### config.mk
export PLATFORM = sky130hd
export DESIGN_NAME = instruction_scheduler
export DESIGN_NICKNAME = d
export VERILOG_FILES = /design/src/rtl/instruction_scheduler.sv
export SDC_FILE = /design/constraint.sdc
export NUM_CORES = 1
export LEC_CHECK = 0
export CAP_MARGIN = 20
export CELL_PAD_IN_SITES_DETAIL_PLACEMENT = 0
export CELL_PAD_IN_SITES_GLOBAL_PLACEMENT = 1
export CORE_ASPECT_RATIO = 1.25
export CORE_MARGIN = 2
export CORE_UTILIZATION = 48
export CTS_CLUSTER_DIAMETER = 40
export DETAILED_ROUTE_END_ITERATION = 12
export PLACE_DENSITY = 0.81
export RECOVER_POWER = 50
export SYNTH_ARGS = -nofsm -noshare
export SYNTH_HDL_FRONTEND = slang
export SYNTH_SLANG_ARGS = --single-unit
### constraint.sdc
create_clock -name clk -period 5.35 [get_ports clk]
set_clock_uncertainty 0.05 [all_clocks]
set_input_delay 1.07 -clock clk [delete_from_list [all_inputs] [get_ports clk]]
set_output_delay 1.07 -clock clk [all_outputs]
set_load 0.005 [all_outputs]
### src/rtl/instruction_scheduler.sv
// Four-slot out-of-order issue scheduler with an age matrix and RAW/WAW/WAR hazard checks.
// Optional SCHED_FORWARD_EN lets a DONE producer stop blocking its dependents.
module instruction_scheduler #(
  parameter int LAT_ADD = 1,
  parameter int LAT_SUB = 1,
  parameter int LAT_MUL = 3,
  parameter int LAT_LD  = 2
) (
  input  logic        clk,
  input  logic        reset_n,
  input  logic [31:0] instr_flat_in,
  input  logic [3:0]  valid_bits_in,
  output logic [3:0]  retire_onehot,
  output logic        issue_valid,
  output logic [1:0]  issue_slot,
  output logic        busy
);

  typedef enum logic [1:0] {
    S_EMPTY = 2'd0,
    S_WAIT  = 2'd1,
    S_EXEC  = 2'd2,
    S_DONE  = 2'd3
  } slot_state_t;

  slot_state_t r_state [4];
  slot_state_t w_state_nxt [4];
  logic [2:0]  r_cnt  [4];
  logic [2:0]  w_cnt_nxt [4];
  logic [1:0]  r_op   [4];
  logic [1:0]  r_src1 [4];
  logic [1:0]  r_src2 [4];
  logic [1:0]  r_dest [4];
  logic [1:0]  w_op_nxt   [4];
  logic [1:0]  w_src1_nxt [4];
  logic [1:0]  w_src2_nxt [4];
  logic [1:0]  w_dest_nxt [4];
  // r_age[i][k] set means slot k is older than slot i.
  logic [3:0]  r_age [4];
  logic [3:0]  w_age_nxt [4];
  logic        r_issue_valid;
  logic [1:0]  r_issue_slot;

  logic [3:0]  w_arrive;
  logic [3:0]  w_kill;
  logic [3:0]  w_leave;
  logic [3:0]  w_blocker;
  logic [3:0]  w_ready;
  logic [3:0]  w_sel;
  logic        w_any_sel;
  logic [1:0]  w_sel_idx;

  function automatic logic [2:0] lat_m1(input logic [1:0] op);
    case (op)
      2'b00:   lat_m1 = 3'(LAT_ADD - 1);
      2'b01:   lat_m1 = 3'(LAT_SUB - 1);
      2'b10:   lat_m1 = 3'(LAT_MUL - 1);
      default: lat_m1 = 3'(LAT_LD - 1);
    endcase
  endfunction

  always_comb begin
    w_arrive  = '0;
    w_kill    = '0;
    w_leave   = '0;
    w_blocker = '0;
    for (int unsigned i = 0; i < 4; i++) begin
      w_arrive[i] = (r_state[i] == S_EMPTY) && valid_bits_in[i];
      w_kill[i]   = ((r_state[i] == S_WAIT) || (r_state[i] == S_EXEC)) && !valid_bits_in[i];
      w_leave[i]  = w_kill[i] || (r_state[i] == S_DONE);
`ifdef SCHED_FORWARD_EN
      w_blocker[i] = (r_state[i] == S_WAIT) || (r_state[i] == S_EXEC);
`else
      w_blocker[i] = (r_state[i] != S_EMPTY);
`endif
    end
  end

  always_comb begin
    w_ready = '0;
    for (int unsigned j = 0; j < 4; j++) begin
      w_ready[j] = (r_state[j] == S_WAIT) && valid_bits_in[j];
      for (int unsigned k = 0; k < 4; k++) begin
        if (k != j && r_age[j][k]) begin
          if (w_blocker[k] && ((r_dest[k] == r_src1[j]) || (r_dest[k] == r_src2[j]) ||
                               (r_dest[k] == r_dest[j])))
            w_ready[j] = 1'b0;
          if ((r_state[k] == S_WAIT) && ((r_src1[k] == r_dest[j]) || (r_src2[k] == r_dest[j])))
            w_ready[j] = 1'b0;
        end
      end
    end
  end

  // The age matrix is a total order over live slots, so at most one ready slot has no older ready peer.
  always_comb begin
    w_sel     = '0;
    w_sel_idx = '0;
    for (int unsigned j = 0; j < 4; j++)
      w_sel[j] = w_ready[j] && ((w_ready & r_age[j]) == 4'b0000);
    w_any_sel = |w_sel;
    for (int unsigned j = 0; j < 4; j++)
      if (w_sel[j]) w_sel_idx = 2'(j);
  end

  always_comb begin
    for (int unsigned i = 0; i < 4; i++) begin
      w_state_nxt[i] = r_state[i];
      w_cnt_nxt[i]   = r_cnt[i];
      w_op_nxt[i]    = r_op[i];
      w_src1_nxt[i]  = r_src1[i];
      w_src2_nxt[i]  = r_src2[i];
      w_dest_nxt[i]  = r_dest[i];
      case (r_state[i])
        S_EMPTY: begin
          if (w_arrive[i]) begin
            w_state_nxt[i] = S_WAIT;
            w_op_nxt[i]    = instr_flat_in[8*i+6 +: 2];
            w_src1_nxt[i]  = instr_flat_in[8*i+4 +: 2];
            w_src2_nxt[i]  = instr_flat_in[8*i+2 +: 2];
            w_dest_nxt[i]  = instr_flat_in[8*i   +: 2];
          end
        end
        S_WAIT: begin
          if (w_kill[i]) begin
            w_state_nxt[i] = S_EMPTY;
          end else if (w_sel[i]) begin
            w_state_nxt[i] = S_EXEC;
            w_cnt_nxt[i]   = lat_m1(r_op[i]);
          end
        end
        S_EXEC: begin
          if (w_kill[i]) begin
            w_state_nxt[i] = S_EMPTY;
            w_cnt_nxt[i]   = '0;
          end else if (r_cnt[i] == 3'd0) begin
            w_state_nxt[i] = S_DONE;
          end else begin
            w_cnt_nxt[i] = r_cnt[i] - 3'd1;
          end
        end
        default: begin
          w_state_nxt[i] = S_EMPTY;
          w_cnt_nxt[i]   = '0;
        end
      endcase
    end
  end

  // A new arrival is younger than every live slot; simultaneous arrivals rank lower index as older.
  always_comb begin
    for (int unsigned i = 0; i < 4; i++) begin
      w_age_nxt[i] = '0;
      for (int unsigned k = 0; k < 4; k++) begin
        if (i == k || w_leave[i] || w_leave[k])
          w_age_nxt[i][k] = 1'b0;
        else if (w_arrive[i])
          w_age_nxt[i][k] = (r_state[k] != S_EMPTY) || (w_arrive[k] && (k < i));
        else if (w_arrive[k] || (r_state[i] == S_EMPTY))
          w_age_nxt[i][k] = 1'b0;
        else
          w_age_nxt[i][k] = r_age[i][k];
      end
    end
  end

  always_ff @(posedge clk or negedge reset_n) begin
    if (!reset_n) begin
      for (int unsigned i = 0; i < 4; i++) begin
        r_state[i] <= S_EMPTY;
        r_cnt[i]   <= '0;
        r_op[i]    <= '0;
        r_src1[i]  <= '0;
        r_src2[i]  <= '0;
        r_dest[i]  <= '0;
        r_age[i]   <= '0;
      end
      r_issue_valid <= 1'b0;
      r_issue_slot  <= '0;
    end else begin
      for (int unsigned i = 0; i < 4; i++) begin
        r_state[i] <= w_state_nxt[i];
        r_cnt[i]   <= w_cnt_nxt[i];
        r_op[i]    <= w_op_nxt[i];
        r_src1[i]  <= w_src1_nxt[i];
        r_src2[i]  <= w_src2_nxt[i];
        r_dest[i]  <= w_dest_nxt[i];
        r_age[i]   <= w_age_nxt[i];
      end
      r_issue_valid <= w_any_sel;
      r_issue_slot  <= w_any_sel ? w_sel_idx : 2'd0;
    end
  end

  always_comb begin
    retire_onehot = '0;
    busy          = 1'b0;
    for (int unsigned i = 0; i < 4; i++) begin
      retire_onehot[i] = (r_state[i] == S_DONE);
      if (r_state[i] != S_EMPTY) busy = 1'b1;
    end
  end

  assign issue_valid = r_issue_valid;
  assign issue_slot  = r_issue_slot;

endmodule

Yosys cells after proc, flatten, opt, wreduce, memory -nomap -nowiden. Index checks and enable logic that the tools add are counted. Widths: inputs -> output; s select.

Latch bits: 0. Bits in registers: 67. Logic and storage cells: 440. Memories kept: 0. ROM bits: 0. Bits in writable memories: 0. Output and inout bits: 8.

Bitwise operators: 8. Div/mod/pow operators: 0. Shifts and indexed selects: 0. $add $sub $neg: 4. Mux-type cells: 128. Equality and inequality tests: 104. Multiply operators: 0. Order comparisons: 0. Reduce and logical (&&, ||, !) cells: 158.

Operator list (count): $eq 2x2->1 (60); $mux 1 (77); $logic_or 1x1->1 (65); $mux 3 (16); $mux 2 (23); $logic_and 1x1->1 (40); $pmux 3 s3 (4); $reduce_bool 3->1 (12); $eq 2x2->1 const B (12); $ne 2x2->1 const B (12); $ne 3x3->1 const B (8); $pmux 2 s3 (4); $eq 2x1->1 const B (8); $logic_not 2->1 (8); $logic_not 4->1 (4); $pmux 2 s2 (4); $reduce_and 4->1 (4); $and 4x4->4 (3); $logic_not 3->1 (4); $ne 3x2->1 const B (4); $reduce_and 3->1 (4); $sub 3x1->3 const B (4); $reduce_and 2->1 (4); $reduce_bool 2->1 (4); 5 further kinds (14).

Longest topological paths before layout.
Depth after elaboration: 20. Mapped depth: 10. Gate-level depth less buffers: 10.

Worst setup path before layout. Ideal clock, no wire load.

Kind: input-to-reg. Start: in valid_bits_in[1]. End: reg r_cnt[6] (netlist bit). Slack: 2363 ps. Arrival: 2812 ps. Path buffers: 1. Stages on the path: 7. Data required time: 5175 ps. Cells stage by stage: clkbuf_1 > nand2_1 > nand4b_1 > or2_0 > o41a_1 > a311o_1 > mux2i_1.

Longest elaborated chain between the ends: 15. Elaborated cells between the ends (all ways): 21. Those cells by class: eq/ne: 3; mux: 11; bitwise: 1; reduce/logical: 6.

RTL lines: from (decl) (line 12) `input logic [3:0] valid_bits_in,`; $logic_and 1x1->1 (line 82) `w_ready[j] = (r_state[j] == S_WAIT) && valid_bits_in[j];`; $mux 1 (line 85) `if (w_blocker[k] && ((r_dest[k] == r_src1[j]) || (r_dest[k] == r_src2[j]) ||`; $mux 1 (line 88) `if ((r_state[k] == S_WAIT) && ((r_src1[k] == r_dest[j]) || (r_src2[k] == r_dest[j])))`; $mux 1 (line 84) `if (k != j && r_age[j][k]) begin`; $mux 1 (line 85); $mux 1 (line 88); $mux 1 (line 84); $mux 1 (line 85); $mux 1 (line 88); $mux 1 (line 84); $and 4x4->4 (line 100) `w_sel[j] = w_ready[j] && ((w_ready & r_age[j]) == 4'b0000);`; $logic_not 4->1 (line 100); $logic_and 1x1->1 (line 100); $ne 2x2->1 (no source line); $reduce_and 4->1 (no source line); to (signal, indexed assignment) (line 183) `r_cnt[i] <= w_cnt_nxt[i];`; to (decl) (line 28) `logic [2:0] r_cnt [4];`.

Several ways; a longest one is shown, not always the timed one. A chain may end at the register's enable or synchronous reset.

Worst setup path in the final report.
Start: in valid_bits_in[3]. End: reg r_cnt[0] (netlist bit).

Longest elaborated chain between the ends: 15. Elaborated cells between the ends (all ways): 21. Those cells by class: eq/ne: 3; mux: 11; bitwise: 1; reduce/logical: 6.

RTL lines (line): $logic_and 1x1->1 (82); $mux 1 (85); $mux 1 (88); $mux 1 (84); $mux 1 (85); $mux 1 (88); $mux 1 (84); $mux 1 (85); $mux 1 (88); $mux 1 (84); $and 4x3->4 (100); $logic_not 4->1 (100); $logic_and 1x1->1 (100); $ne 2x2->1 (no source line); $reduce_and 4->1 (no source line).

Several ways; a longest one is shown, not always the timed one.

==> metrics.yaml <==
sta:
  rsz0062_at_grt: "no"
  finalCriticalPeriod_ps: 3230
  hold_violations: 0
  relSlewSlack_pct: 42.3
  setup_viol: 0
  fmax_ghz: 0.310
  worst_slew_pin_slew_ps: 865
  slew_violations: 0
  fin_crit_sh_pct: 60.3
  setup-tns-final_ps: 0
power_and_ir_drop:
  ir_worst_vdd_mv: 0.348
  comb_power_share_pct: 51.1
  p_sw_w: 0.00154
  p_seq_share_pct: 31.0
  sw_frac_of_total_pct: 44.4
  power_frac_clock_pct: 17.8
  p_leak_nw: 2.36
  intPower_w: 0.00192
  finalPower_w: 0.00346
  power-per-cell-area_nw_per_um2: 645
yosys:
  ys.warnings.count: 0
  async_flop_share_pct: 100
  synth_cell_type_count: 59
  synth_nets: 532
  synth-main-ff-cell: "dfrtp_1"
  synth_cells: 470
  synth_edf_count: 0
  synth-seq-cells: 67
  syn_avg_cell_area_um2: 9.67
  synth.cell_area_um2: 4540
  ys_seq_area_share_pct: 36.9
route:
  dr.pass1.iters: 6
  vias: 3684
  drc: 0
  wl_um: 10900
  dr.first_iter.drc_count: 305
  wire_per_inst_um: 17.2
  vias_per_cell: 5.79
  final_antenna_net_count: 0
grt:
  grt_start_max_net_pins: 68
  globalRouteTotalUtil_pct: 22.4
  antenna_found_initial: 0
  grt_pass1_wl_um: 18400
  grt.overflow.total: 0
  first_global_vias: 3717
floorplanning:
  die_y_um: 113
  initial_core_util_pct: 49.5
  rows: 39
  die_w_um: 91.0
  pin_count: 46
  die_area_um2: 10300
  core_area_um2: 9170
placed_design:
  dpl.hpwl_um: 8070
  port_buffers: 45
  place_congestion: 0.872
setup_path:
  start_kind: "input pin"
  critPathMaxFanout: 5
  cp-end-kind: "flop"
  crit_type: "in -> reg"
  cp_data_arrival_time_ps: 3390
  crit_required_ps: 5510
clock_tree:
  cts_buffer_depth: 2
  cts_setup_buffers: 0
  clock-sinks: 67
  cts_tree: "done"
  cts_max_level: 3
  postCtsHoldBufs: 0
  cts_buffers: 9
  cts_root_buffer: "clkbuf_16"
  clk_latency_ps: 330
  cts.clk_slew.worst_paths_ps: 60
  cts_resized: 0
status:
  status: "complete, no violations"
finish:
  area_growth_pct: 18.0
  nets: 570
  nFillCells: 824
  layout_common_cells: "dfrtp_1, xor2_1, nand2_1, clkdlybuf4s50_1, mux2_2"
  diodes: 0
  layout-drive-gt1-share_pct: 11.5
  layout_commonest_cell: "dfrtp_1"
hold_path:
  worstHoldPathType: "reg -> reg"
job:
  max-cap-violations: 0
==> worst max-delay path, cell delays in order <==
cell and delay (ps):
clkdlybuf4s50_1 600, nand2_1 130, a31oi_1 310, nand2_1 90, or2_2 320, o41a_1 400
a211o_1 340, mux2i_1 130
==> metal layers <==
metal	global-route usage [%]	wire length, um	vias up
li1	-	-	1755
met1	27.8	4690	1811
met2	39.1	5580	99
met3	2.93	439	19
met4	9.90	225	0
met5	0	0	-
==> cell usage after synthesis, types with 3 or more instances <==
cell | count | area (um^2)
a21oi_1 | 11 | 55.1
o21bai_1 | 3 | 22.5
a31oi_1 | 5 | 31.3
mux2_2 | 34 | 383
a21o_1 | 4 | 30.0
dfrtp_1 | 67 | 1680
o32ai_1 | 3 | 26.3
nand3_1 | 15 | 75.1
o31ai_1 | 4 | 30.0
xor2_1 | 60 | 526
o211ai_1 | 6 | 45.0
buf_4 | 8 | 60.1
o21ai_0 | 12 | 60.1
nand2b_1 | 7 | 43.8
buf_1 | 3 | 11.3
and3_1 | 6 | 37.5
nor3_1 | 3 | 15.0
o22ai_1 | 21 | 131
or4b_2 | 3 | 30.0
o2bb2ai_1 | 3 | 26.3
clkbuf_1 | 8 | 30.0
inv_1 | 28 | 105
nand2_1 | 42 | 158
mux2i_1 | 8 | 80.1
nor2b_1 | 12 | 75.1
ha_1 | 24 | 300
nor2_1 | 23 | 86.3
==> registers in the layout, indices dropped and copies added (netlist names) <==
signal / cells
issue_valid: 1
r_cnt: 12
issue_slot: 2
r_op: 8
r_state: 8
r_src1: 8
r_src2: 8
r_age: 12
r_dest: 8
==> power by group through the flow <==
stage	sequential, W	combinational [W]	clock, W
after floorplan	0.000890	0.00147	0
after global routing	0.00111	0.00197	0.000650
after detailed placement	0.00108	0.00175	0
after CTS	0.00107	0.00177	0.000625
after global placement	0.00106	0.00171	0
final	0.00107	0.00177	0.000617
==> layout make-up <==
type | instances | area, um^2 | area share (%)
clock buffers | 12 | 267 | 4.97
clock inverters | 4 | 47.5 | 0.887
inverters | 28 | 105 | 1.96
multi-input cells | 356 | 2660 | 49.6
flip-flops and latches | 67 | 1680 | 31.3
well taps | 123 | 154 | 2.87
repair buffers | 46 | 453 | 8.45
==> path summary, 6_finish.rpt <==
path | from | endpoint | slack, ps | cells after the start
worst min register to register | r_cnt[5] | r_cnt[5] | 450 | 1
min in group asynchronous | reset_n | r_op[2] | 890 | 2
worst min-delay path | r_cnt[5] | r_cnt[5] | 450 | 1
worst max-delay path | valid_bits_in[3] | r_cnt[0] | 2120 | 8
worst max register to register | r_state[3] | r_cnt[6] | 2290 | 9
max in group asynchronous | reset_n | r_src1[1] | 3800 | 2
==> stage by stage <==
step / area (um^2) / setup slack, ps / std cells / utilization, % / hold slack (ps)
floorplan: 4540 / 2360 / 470 / - / 414
global placement: 5050 / 1830 / 620 / 55.0 / 427
detailed placement: 5050 / 1790 / 620 / 55.0 / 434
CTS: 5360 / 2140 / 636 / 58.5 / 446
global route: 5360 / 1970 / 636 / 58.5 / 471
finish: 5360 / 2120 / 636 / 58.5 / 452
==> cells by family after synthesis <==
| family | count (synthesis) | synth area share [%] |
|---|---|---|
| muxes | 43 | 10.4 |
| xor gates and xnor gates | 60 | 11.6 |
| AOI/OAI and AO/OA | 101 | 15.9 |
| buffers and inverters | 47 | 4.54 |
| adders and majority gates | 24 | 6.61 |
| DFF | 67 | 36.9 |
| and+or+nand+nor | 128 | 14.0 |
Note: power is estimated with default switching activity, not from simulation.
